--- src/rtl/stepper_pkg.sv ---
// Shared types, constants and the speed whitelist for the stepper command sequencer.
// STEPPER_HOMING_EN adds SPEED_HOME to the accepted speeds.
package stepper_pkg;

    localparam int POS_W   = 24;
    localparam int SPEED_W = 8;
    localparam logic [SPEED_W-1:0] SPEED_HOME = 8'hFF;

    typedef enum logic [2:0] {
        ST_IDLE   = 3'd0,
        ST_LOAD   = 3'd1,
        ST_MOVE   = 3'd2,
        ST_SETTLE = 3'd3,
        ST_HOME   = 3'd4
    } seq_state_t;

    typedef struct packed {
        logic [SPEED_W-1:0] speed;
        logic [POS_W-1:0]   goal;
    } stepper_cmd_t;

    function automatic logic speed_valid(input logic [SPEED_W-1:0] speed);
        logic ok;
        ok = ((speed >= 8'd1) && (speed <= 8'd40)) ||
             (speed == 8'd45) || (speed == 8'd50) || (speed == 8'd55);
`ifdef STEPPER_HOMING_EN
        ok = ok || (speed == SPEED_HOME);
`endif
        return ok;
    endfunction

endpackage

--- src/rtl/stepper_cmd_sequencer_cmd_fifo.sv ---
// Synchronous command FIFO with flush; occupancy is kept as an explicit counter.
module cmd_fifo #(
    parameter int DEPTH = 4,
    parameter int WIDTH = 32
) (
    input  logic                   clk,
    input  logic                   reset_n,
    input  logic                   flush,
    input  logic                   push,
    input  logic                   pop,
    input  logic [WIDTH-1:0]       din,
    output logic [WIDTH-1:0]       dout,
    output logic                   full,
    output logic                   empty,
    output logic [$clog2(DEPTH):0] level
);

    localparam int AW = $clog2(DEPTH);

    logic [WIDTH-1:0] mem_r [DEPTH];
    logic [AW-1:0]    wr_ptr_r;
    logic [AW-1:0]    rd_ptr_r;
    logic [AW:0]      level_r;
    logic             do_push_s;
    logic             do_pop_s;

    assign full      = (level_r == (AW+1)'(DEPTH));
    assign empty     = (level_r == (AW+1)'(0));
    assign level     = level_r;
    assign dout      = mem_r[rd_ptr_r];
    assign do_push_s = push & ~full;
    assign do_pop_s  = pop & ~empty;

    // Pointer and occupancy bookkeeping; flush wins over push and pop.
    always_ff @(posedge clk) begin
        if (!reset_n) begin
            wr_ptr_r <= AW'(0);
            rd_ptr_r <= AW'(0);
            level_r  <= (AW+1)'(0);
        end else if (flush) begin
            wr_ptr_r <= AW'(0);
            rd_ptr_r <= AW'(0);
            level_r  <= (AW+1)'(0);
        end else begin
            if (do_push_s) begin
                wr_ptr_r <= wr_ptr_r + AW'(1);
            end
            if (do_pop_s) begin
                rd_ptr_r <= rd_ptr_r + AW'(1);
            end
            case ({do_push_s, do_pop_s})
                2'b10:   level_r <= level_r + (AW+1)'(1);
                2'b01:   level_r <= level_r - (AW+1)'(1);
                default: level_r <= level_r;
            endcase
        end
    end

    // Storage array, written only on an accepted push.
    always_ff @(posedge clk) begin
        if (do_push_s && !flush) begin
            mem_r[wr_ptr_r] <= din;
        end
    end

endmodule

--- src/rtl/stepper_cmd_sequencer.sv ---
// Buffers {speed, goal} commands and issues them one at a time to the stepper driver.
// Define STEPPER_HOMING_EN to compile in the HOME state and home_switch synchroniser.
module stepper_cmd_sequencer
    import stepper_pkg::*;
#(
    parameter int DEPTH         = 4,
    parameter int SETTLE_CYCLES = 1000
) (
    input  logic                   clk,
    input  logic                   reset_n,
    input  logic                   cmd_valid,
    output logic                   cmd_ready,
    input  logic [31:0]            cmd_data,
    input  logic                   abort,
    input  logic                   step,
    input  logic                   dir,
    input  logic                   home_switch,
    output logic [31:0]            control,
    output logic                   homing_enable,
    output logic                   stepper_rst,
    output logic [POS_W-1:0]       position,
    output logic [$clog2(DEPTH):0] level,
    output logic                   busy,
    output logic                   done,
    output logic                   err
);

    localparam int CW = $clog2(SETTLE_CYCLES + 1);

    seq_state_t         state_r;
    stepper_cmd_t       ctrl_r;
    stepper_cmd_t       head_s;
    logic [POS_W-1:0]   pos_r;
    logic [CW-1:0]      settle_cnt_r;
    logic               done_r;
    logic               err_r;
    logic               busy_r;
    logic               step_r;
    logic               ready_en_r;
    logic               full_s;
    logic               empty_s;
    logic               accept_s;
    logic               push_s;
    logic               pop_s;
    logic               step_rise_s;

    assign accept_s    = cmd_valid & cmd_ready;
    assign push_s      = accept_s & speed_valid(cmd_data[31:24]) & ~abort;
    assign pop_s       = (state_r == ST_LOAD) & ~abort;
    assign step_rise_s = step & ~step_r;

    assign cmd_ready = ready_en_r & ~full_s;
    assign control   = ctrl_r;
    assign position  = pos_r;
    assign busy      = busy_r;
    assign done      = done_r;
    assign err       = err_r;

    cmd_fifo #(
        .DEPTH (DEPTH),
        .WIDTH (32)
    ) u_fifo (
        .clk     (clk),
        .reset_n (reset_n),
        .flush   (abort),
        .push    (push_s),
        .pop     (pop_s),
        .din     (cmd_data),
        .dout    (head_s),
        .full    (full_s),
        .empty   (empty_s),
        .level   (level)
    );

`ifdef STEPPER_HOMING_EN
    logic       hen_r;
    logic [1:0] hrst_cnt_r;
    logic       sync1_r;
    logic       sync2_r;

    assign homing_enable = hen_r;
    assign stepper_rst   = ~reset_n | (hrst_cnt_r != 2'd0);

    // Two-flop synchroniser for the asynchronous limit switch.
    always_ff @(posedge clk) begin
        if (!reset_n) begin
            sync1_r <= 1'b0;
            sync2_r <= 1'b0;
        end else begin
            sync1_r <= home_switch;
            sync2_r <= sync1_r;
        end
    end
`else
    logic unused_home_s;
    assign unused_home_s = home_switch;
    assign homing_enable = 1'b0;
    assign stepper_rst   = ~reset_n;
`endif

    // Step edge detector, reject pulse and post-reset ready enable.
    always_ff @(posedge clk) begin
        if (!reset_n) begin
            step_r     <= 1'b0;
            err_r      <= 1'b0;
            ready_en_r <= 1'b0;
        end else begin
            step_r     <= step;
            err_r      <= accept_s & ~speed_valid(cmd_data[31:24]);
            ready_en_r <= 1'b1;
        end
    end

    // Sequencer FSM: command issue, position tracking, settle timing and abort.
    always_ff @(posedge clk) begin
        if (!reset_n) begin
            state_r      <= ST_IDLE;
            ctrl_r       <= 32'd0;
            pos_r        <= 24'd0;
            settle_cnt_r <= CW'(0);
            done_r       <= 1'b0;
            busy_r       <= 1'b0;
`ifdef STEPPER_HOMING_EN
            hen_r        <= 1'b0;
            hrst_cnt_r   <= 2'd0;
`endif
        end else begin
            done_r <= 1'b0;
`ifdef STEPPER_HOMING_EN
            if (hrst_cnt_r != 2'd0) begin
                hrst_cnt_r <= hrst_cnt_r - 2'd1;
            end
`endif
            if (abort) begin
                // Park the stepper where it is; queued work is discarded by the FIFO flush.
                state_r     <= ST_IDLE;
                busy_r      <= 1'b0;
                ctrl_r.goal <= pos_r;
`ifdef STEPPER_HOMING_EN
                hen_r       <= 1'b0;
`endif
            end else begin
                case (state_r)
                    ST_IDLE: begin
                        ctrl_r.goal <= pos_r;
                        if (!empty_s) begin
                            state_r <= ST_LOAD;
                            busy_r  <= 1'b1;
                        end
                    end
                    ST_LOAD: begin
`ifdef STEPPER_HOMING_EN
                        if (head_s.speed == SPEED_HOME) begin
                            state_r <= ST_HOME;
                            hen_r   <= 1'b1;
                        end else begin
                            ctrl_r  <= head_s;
                            state_r <= ST_MOVE;
                        end
`else
                        ctrl_r  <= head_s;
                        state_r <= ST_MOVE;
`endif
                    end
                    ST_MOVE: begin
                        if (pos_r == ctrl_r.goal) begin
                            state_r      <= ST_SETTLE;
                            settle_cnt_r <= CW'(0);
                        end else if (step_rise_s) begin
                            pos_r <= dir ? (pos_r - POS_W'(1)) : (pos_r + POS_W'(1));
                        end
                    end
                    ST_SETTLE: begin
                        if (settle_cnt_r == CW'(SETTLE_CYCLES - 1)) begin
                            done_r  <= 1'b1;
                            busy_r  <= 1'b0;
                            state_r <= ST_IDLE;
                        end else begin
                            settle_cnt_r <= settle_cnt_r + CW'(1);
                        end
                    end
`ifdef STEPPER_HOMING_EN
                    ST_HOME: begin
                        if (sync2_r) begin
                            hen_r        <= 1'b0;
                            hrst_cnt_r   <= 2'd2;
                            pos_r        <= 24'd0;
                            ctrl_r       <= 32'd0;
                            settle_cnt_r <= CW'(0);
                            state_r      <= ST_SETTLE;
                        end
                    end
`endif
                    default: begin
                        state_r <= ST_IDLE;
                        busy_r  <= 1'b0;
                    end
                endcase
            end
        end
    end

endmodule
--- config.mk ---
export PLATFORM = sky130hd
export DESIGN_NAME = stepper_cmd_sequencer
export DESIGN_NICKNAME = d
export VERILOG_FILES = /design/src/rtl/stepper_pkg.sv /design/src/rtl/stepper_cmd_sequencer_cmd_fifo.sv /design/src/rtl/stepper_cmd_sequencer.sv
export SDC_FILE = /design/constraint.sdc
export NUM_CORES = 1
export LEC_CHECK = 0
export CAP_MARGIN = 20
export CORE_MARGIN = 1
export CORE_UTILIZATION = 55
export CTS_BUF_LIST = sky130_fd_sc_hd__clkbuf_4 sky130_fd_sc_hd__clkbuf_8 sky130_fd_sc_hd__clkbuf_16
export DETAILED_ROUTE_END_ITERATION = 8
export HOLD_SLACK_MARGIN = 0.15
export PLACE_DENSITY = 0.81
export SLEW_MARGIN = 20
export SYNTH_ARGS = -nofsm -noshare
export SYNTH_HDL_FRONTEND = slang
export SYNTH_SLANG_ARGS = --single-unit
--- constraint.sdc ---
create_clock -name clk -period 3.1 [get_ports clk]
set_clock_uncertainty 0.15 [all_clocks]
set_input_delay 0.31 -clock clk [delete_from_list [all_inputs] [get_ports clk]]
set_output_delay 0.31 -clock clk [all_outputs]
set_load 0.01 [all_outputs]
==> results_dict.tcl, run 1 <==
set metrics [dict create \
    status "finished, final reports clean" \
    grt_pass1_vias 6760 \
    max_freq_mhz 348 \
    port_buffers 101 \
    cp_max_fo 5 \
    crit_required_ps 3370 \
    clock_latency_ps 500 \
    cts.sinks 210 \
    grt_max_degree 33 \
    start_util 0.569 \
    synth_edf_count 128 \
    yosys_most_used_dff "edfxtp_1" \
    drt_iter0_drc 540 \
    core-area_um2 16800 \
    finalHoldViolCount 0 \
    globalRoute.busiestLayer "met2" \
    antenna_cells 0 \
    use_met3 0.0388 \
    cts_buffer_depth 3 \
    numCtsBuffers 22 \
    drive_gt1_frac 0.189 \
    worstPathArrival_ps 3140 \
    peakVddDrop_v 0.000466 \
    drt-total-wl_um 22800 \
    track_usage 0.263 \
    die_h_um 134 \
    cts_resized 0 \
    seq_area_frac_synth 0.575 \
    report.final.slew_viol_count 0 \
    netlist_area_um2 9530 \
    avgSynthCellArea_um2 12.4 \
    power_density_nw_per_um2 494 \
    path_clk_slew_ps 70 \
    cts-root-buf "clkbuf_16" \
    period_needed_ps 2870 \
    post-route-period-util 0.926 \
    async_flop_share 0 \
    ys_warn_count 0 \
    r2r-start "position[0]" \
    rr_endpoint "position[22]" \
    crit_path_start_kind "flop" \
    r2r_slack_ps 230 \
    hold_depth 3 \
    use_met2 0.422 \
    grt_use_met1 0.359 \
    leakage_nw 4.34 \
    io_pins 104 \
    cts_tree "yes" \
    synth_cells 768 \
    die_w_um 134 \
    grt_pass1_wl_um 36200 \
    antenna_found_initial 0 \
    viasPerCell 5.86 \
    cts_setup_buffers 0 \
    rsz0062_at_grt "false" \
    yosysUniqueCellTypes 59 \
    hpwlAfterDp_um 14700 \
    drc_errors 0 \
    worst-setup-path-type "reg2reg" \
    end_kind "flop" \
    layout_common_cells "128 x edfxtp_1, 105 x nor2_1, 101 x clkdlybuf4s50_1" \
    fin_nets 1004 \
    finalSetupViolCount 0 \
    dr.pass1.iters 5 \
    setup_tns_ps 0 \
    ant_nets 0 \
    maxSlewHeadroom 0.561 \
    min_path_type "in2reg" \
    gr-total-overflow 0 \
    h-tree-depth 1 \
    reg2regPathDepth 10 \
    crit_end "position[22]" \
    drv_cap 0 \
    holdWs_ps 218 \
    dp_cells 1126 \
    wl_per_cell_um 19.5 \
    ys_ff_latch 210 \
    ctsHoldBuffers 0 \
    num_rows 47 \
    gp_congestion 0.920 \
    final_common_cell "edfxtp_1" \
    dr_total_vias 6833 \
    critPathLaunch "position[0]" \
    die_area_um2 17900 \
    synth.net_count 842 \
    worstMarginPinSlew_ps 657 \
    fin_cells 1166 \
    syn_to_final_growth_pct 26.6 \
]
[state kept, by name (all words and copies together) (netlist names), named ones only]
| register | count |
|---|---|
| u_fifo.level | 3 |
| state_r | 2 |
| u_fifo.rd_ptr_r | 2 |
| u_fifo.mem_r | 128 |
| ready_en_r | 1 |
| step_r | 1 |
| control | 32 |
| settle_cnt_r | 10 |
| u_fifo.wr_ptr_r | 2 |
| done | 1 |
| err | 1 |
| position | 24 |
| busy | 1 |
[synth_stat cells, drive strengths merged, types with 2 or more instances]
master / instances / area (um^2)
edfxtp: 128 / 3840
nor2: 105 / 394
dfxtp: 82 / 1640
nand2: 41 / 154
a21oi: 40 / 200
nor3: 37 / 205
xnor2: 37 / 324
ha: 33 / 413
mux4: 32 / 721
clkbuf: 28 / 105
o221a: 25 / 282
inv: 20 / 75.1
o21ai: 20 / 100
xor2: 19 / 166
nand3: 13 / 70.1
mux2i: 10 / 100
nand2b: 9 / 56.3
buf: 8 / 46.3
a31oi: 7 / 43.8
nand4: 7 / 43.8
nor4: 7 / 56.3
nor2b: 6 / 37.5
or3: 6 / 37.5
a21o: 5 / 37.5
and2: 5 / 31.3
and3: 5 / 31.3
o211ai: 3 / 22.5
o21a: 3 / 22.5
a211o: 2 / 17.5
a221oi: 2 / 17.5
fa: 2 / 40.0
o41ai: 2 / 25.0
[through the flow]
step                      total power [mW]   util  setup slack [ps]  area, um^2
after floorplan                       3.12      -               326        9530
after global placement                3.26  0.674              -168       11300
after detailed placement              3.26  0.674              -159       11300
after CTS                             6.00  0.720               257       12100
after global routing                  6.13  0.720              63.4       12100
final                                 5.97  0.720               229       12100
[cell type report]
class | count | area (um^2)
well taps | 220 | 275
flip-flops and latches | 210 | 5490
fillers | 1140 | 4690
clock inverters | 16 | 183
repair buffers | 174 | 1630
inverters | 21 | 78.8
multi-input cells | 501 | 3830
clock buffers | 24 | 583
[layer usage]
| metal | wire (um) | vias to the layer above |
|---|---|---|
| li1 | - | 3196 |
| met1 | 9590 | 3316 |
| met2 | 10900 | 262 |
| met3 | 1350 | 59 |
| met4 | 944 | 0 |
| met5 | 0 | - |
[worst max-delay path, stage by stage (launching register included)]
cell,delay (ps)
dfxtp_1,470
inv_1,130
fa_1,410
nor2b_1,180
o31a_1,180
o2111ai_1,150
a21oi_1,300
o221a_2,290
o211ai_1,110
mux2_2,290
o22ai_1,140
[kinds of logic (layout without fill, tap and decap cells)]
| logic type | after synthesis | after routing | share of synthesized area |
|---|---|---|---|
| simple gates | 246 | 246 | 0.123 |
| fa+ha+maj | 35 | 35 | 0.0475 |
| compound gates | 120 | 120 | 0.0910 |
| flops | 210 | 210 | 0.575 |
| buf+inv | 57 | 235 | 0.0242 |
| mux | 43 | 43 | 0.0873 |
| other cells | 1 | 1 | 0.000393 |
| xor+xnor | 56 | 56 | 0.0515 |
[where the power goes]
part / switching, mW / total [mW] / internal [mW]
clock: 1.07 / 2.76 / 1.69
sequential: 0.00350 / 2.97 / 2.96
combinational: 0.122 / 0.239 / 0.117
[worst min-delay path by stage]
stage	startpoint	endpoint	slack (ps)
6_report	cmd_valid	err	220
5_1_grt	cmd_valid	err	250
4_1_cts	cmd_valid	err	210
3_5_place_dp	control[24]	control[24]	300
3_3_place_gp	control[24]	control[24]	300
2_1_floorplan	reset_n	ready_en_r	190
Note: power is estimated with default switching activity, not from simulation.
==> run 2, diff against run 1 <==
--- a/config.mk
+++ b/config.mk
@@ -6,12 +6,14 @@
 export NUM_CORES = 1
 export LEC_CHECK = 0
 export CAP_MARGIN = 20
+export CELL_PAD_IN_SITES_DETAIL_PLACEMENT = 0
+export CELL_PAD_IN_SITES_GLOBAL_PLACEMENT = 1
 export CORE_MARGIN = 1
-export CORE_UTILIZATION = 55
+export CORE_UTILIZATION = 46
 export CTS_BUF_LIST = sky130_fd_sc_hd__clkbuf_4 sky130_fd_sc_hd__clkbuf_8 sky130_fd_sc_hd__clkbuf_16
 export DETAILED_ROUTE_END_ITERATION = 8
 export HOLD_SLACK_MARGIN = 0.15
-export PLACE_DENSITY = 0.81
+export PLACE_DENSITY = 0.83
 export SLEW_MARGIN = 20
 export SYNTH_ARGS = -nofsm -noshare
 export SYNTH_HDL_FRONTEND = slang
==> run 2 against run 1 <==
Net effect:
- final cell count grew 3.6%
- total power shrank 0.65%
- sequential power is essentially flat
- global-route usage shrank 5.6 points
- largest cell class unchanged
- wire length shrank 5.5%
- combinational power shrank 4%
- final area shrank 0.34%
==> results_dict.tcl, run 2 (synthesis results as in run 1) <==
set metrics [dict create \
    status "finished, final reports clean" \
    p_clk_frac 0.461 \
    core-area_um2 20300 \
    worstPathArrival_ps 3070 \
    p_seq_frac 0.501 \
    cts_resized 0 \
    leakage_nw 4.30 \
    min_to "err" \
    power.share.switching 0.205 \
    p_comb_frac 0.039 \
    cts_buffer_depth 3 \
    antenna_cells 0 \
    fin_util 0.592 \
    start_util 0.470 \
    path_clk_slew_ps 60 \
    fin_cells 1208 \
    cp_max_fo 5 \
    drive_gt1_frac 0.181 \
    drt-total-wl_um 21500 \
    min_path_type "in2reg" \
    hpwlAfterDp_um 14800 \
    r2r_slack_ps 330 \
    crit_chain "inv_1 -> fa_1 -> nor2b_1 -> o31a_1 -> o2111ai_1 -> a21oi_1 -> o221a_2 -> o211ai_1 -> mux2_2 -> o22ai_1" \
    critPathTopFamily "compound AO/OA/AOI/OAI gates" \
    h-tree-depth 1 \
    post-route-period-util 0.895 \
    syn_to_final_growth_pct 26.2 \
    drv_cap 0 \
    hold_depth 3 \
    placed_area_um2 11300 \
    cts-root-buf "clkbuf_16" \
    numCtsBuffers 23 \
    num_rows 52 \
    setup_tns_ps 0 \
    die_area_um2 21300 \
    grt_pass1_vias 6385 \
    final_common_cell "edfxtp_1" \
    period_needed_ps 2770 \
    critical_path_buf_inv_count 1 \
    power_density_nw_per_um2 493 \
    ctsHoldBuffers 0 \
    reg2regPathDepth 10 \
    die_w_um 146 \
    rr_endpoint "position[22]" \
    gp_congestion 0.844 \
    cts_setup_buffers 0 \
    dr_total_vias 6487 \
    rsz0062_at_grt "false" \
    track_usage 0.207 \
    p_int_mw 4.71 \
    peakVddDrop_v 0.000519 \
    crit_path_top_delay_cell "dfxtp_1" \
    fin_area_um2 12000 \
    clock_latency_ps 520 \
    finalHoldViolCount 0 \
    finalSetupViolCount 0 \
    viasPerCell 5.37 \
    io_pins 104 \
    crit_path_start_kind "flop" \
    grt_pass1_wl_um 34700 \
    layout_common_cells "128 x edfxtp_1, 105 x nor2_1, 101 x clkdlybuf4s50_1" \
    cts.sinks 210 \
    end_kind "flop" \
    worstMarginPinSlew_ps 707 \
    port_buffers 101 \
    max_freq_mhz 360 \
    cts_tree "yes" \
    totalPowerFinal_mw 5.93 \
    grt_max_degree 37 \
    dp_cells 1166 \
    largest-register "u_fifo.mem_r" \
    antenna_found_initial 0 \
    gr-total-overflow 0 \
    drc_errors 0 \
    largest_reg_flops 128 \
    wl_per_cell_um 17.8 \
    fin_nets 995 \
    r2r-start "position[0]" \
    drt_iter0_drc 366 \
    report.final.slew_viol_count 0 \
    crit_required_ps 3400 \
    slowest_delay_ps 460 \
    min_from "cmd_valid" \
    dr.pass1.iters 5 \
    maxSlewHeadroom 0.528 \
    die_h_um 146 \
    worst-setup-path-type "reg2reg" \
    ant_nets 0 \
    switching_power_mw 1.21 \
]
-- run 2: cell types whose count changed in the layout (fill, tap and decap cells not counted), sizes merged --
| cell | change |
|---|---|
| buf | -10 |
| bufinv | -1 |
| clkbuf | +2 |
| clkinv | +3 |
| clkinvlp | -2 |
-- run 2: tightest hold or removal path, cell delays in order --
cell and delay, ps:
clkdlybuf4s50_1 400, nand2_1 80, nor3_1 50
-- run 2: power groups by stage --
| stage | Combinational [mW] | Sequential (mW) | Clock (mW) |
|---|---|---|---|
| 6_report | 0.229 | 2.97 | 2.73 |
| 3_3_place_gp | 0.224 | 3.03 | 0 |
| 3_5_place_dp | 0.228 | 3.03 | 0 |
| 4_1_cts | 0.229 | 2.97 | 2.79 |
| 2_1_floorplan | 0.0917 | 3.03 | 0 |
| 5_1_grt | 0.249 | 2.97 | 2.90 |
-- run 2: cell type report --
class                      instances  area [um^2]
multi-input combinational        501         3830
timing repair buffer             164         1530
fill                            1653         8270
inverter                          21         78.8
sequential                       210         5490
clock buffer                      26          598
tap                              270          338
clock inverter                    16          164
-- run 2: worst max path at each step --
stage,from,to,slack (ps),depth (start not counted)
floorplan,u_fifo.level[0],u_fifo.mem_r[0][0],330,6
global placement,dir,position[22],-90,11
detailed placement,dir,position[22],-110,11
CTS,position[0],position[22],300,10
global route,position[0],position[22],120,10
finish,position[0],position[22],330,10
-- run 2: metrics by stage --
step / worst slack (ps) / hold slack (ps)
floorplan: 326 / 188
CTS: 298 / 187
global placement: -94.5 / 297
global route: 119 / 229
detailed placement: -108 / 298
finish: 326 / 212
-- run 2: layer usage --
metal	global-route usage	vias up	wire (um)
met3	0.0292	42	863
li1	-	3164	-
met4	0.0668	0	612
met1	0.289	3127	9930
met5	0	-	0
met2	0.333	154	10100
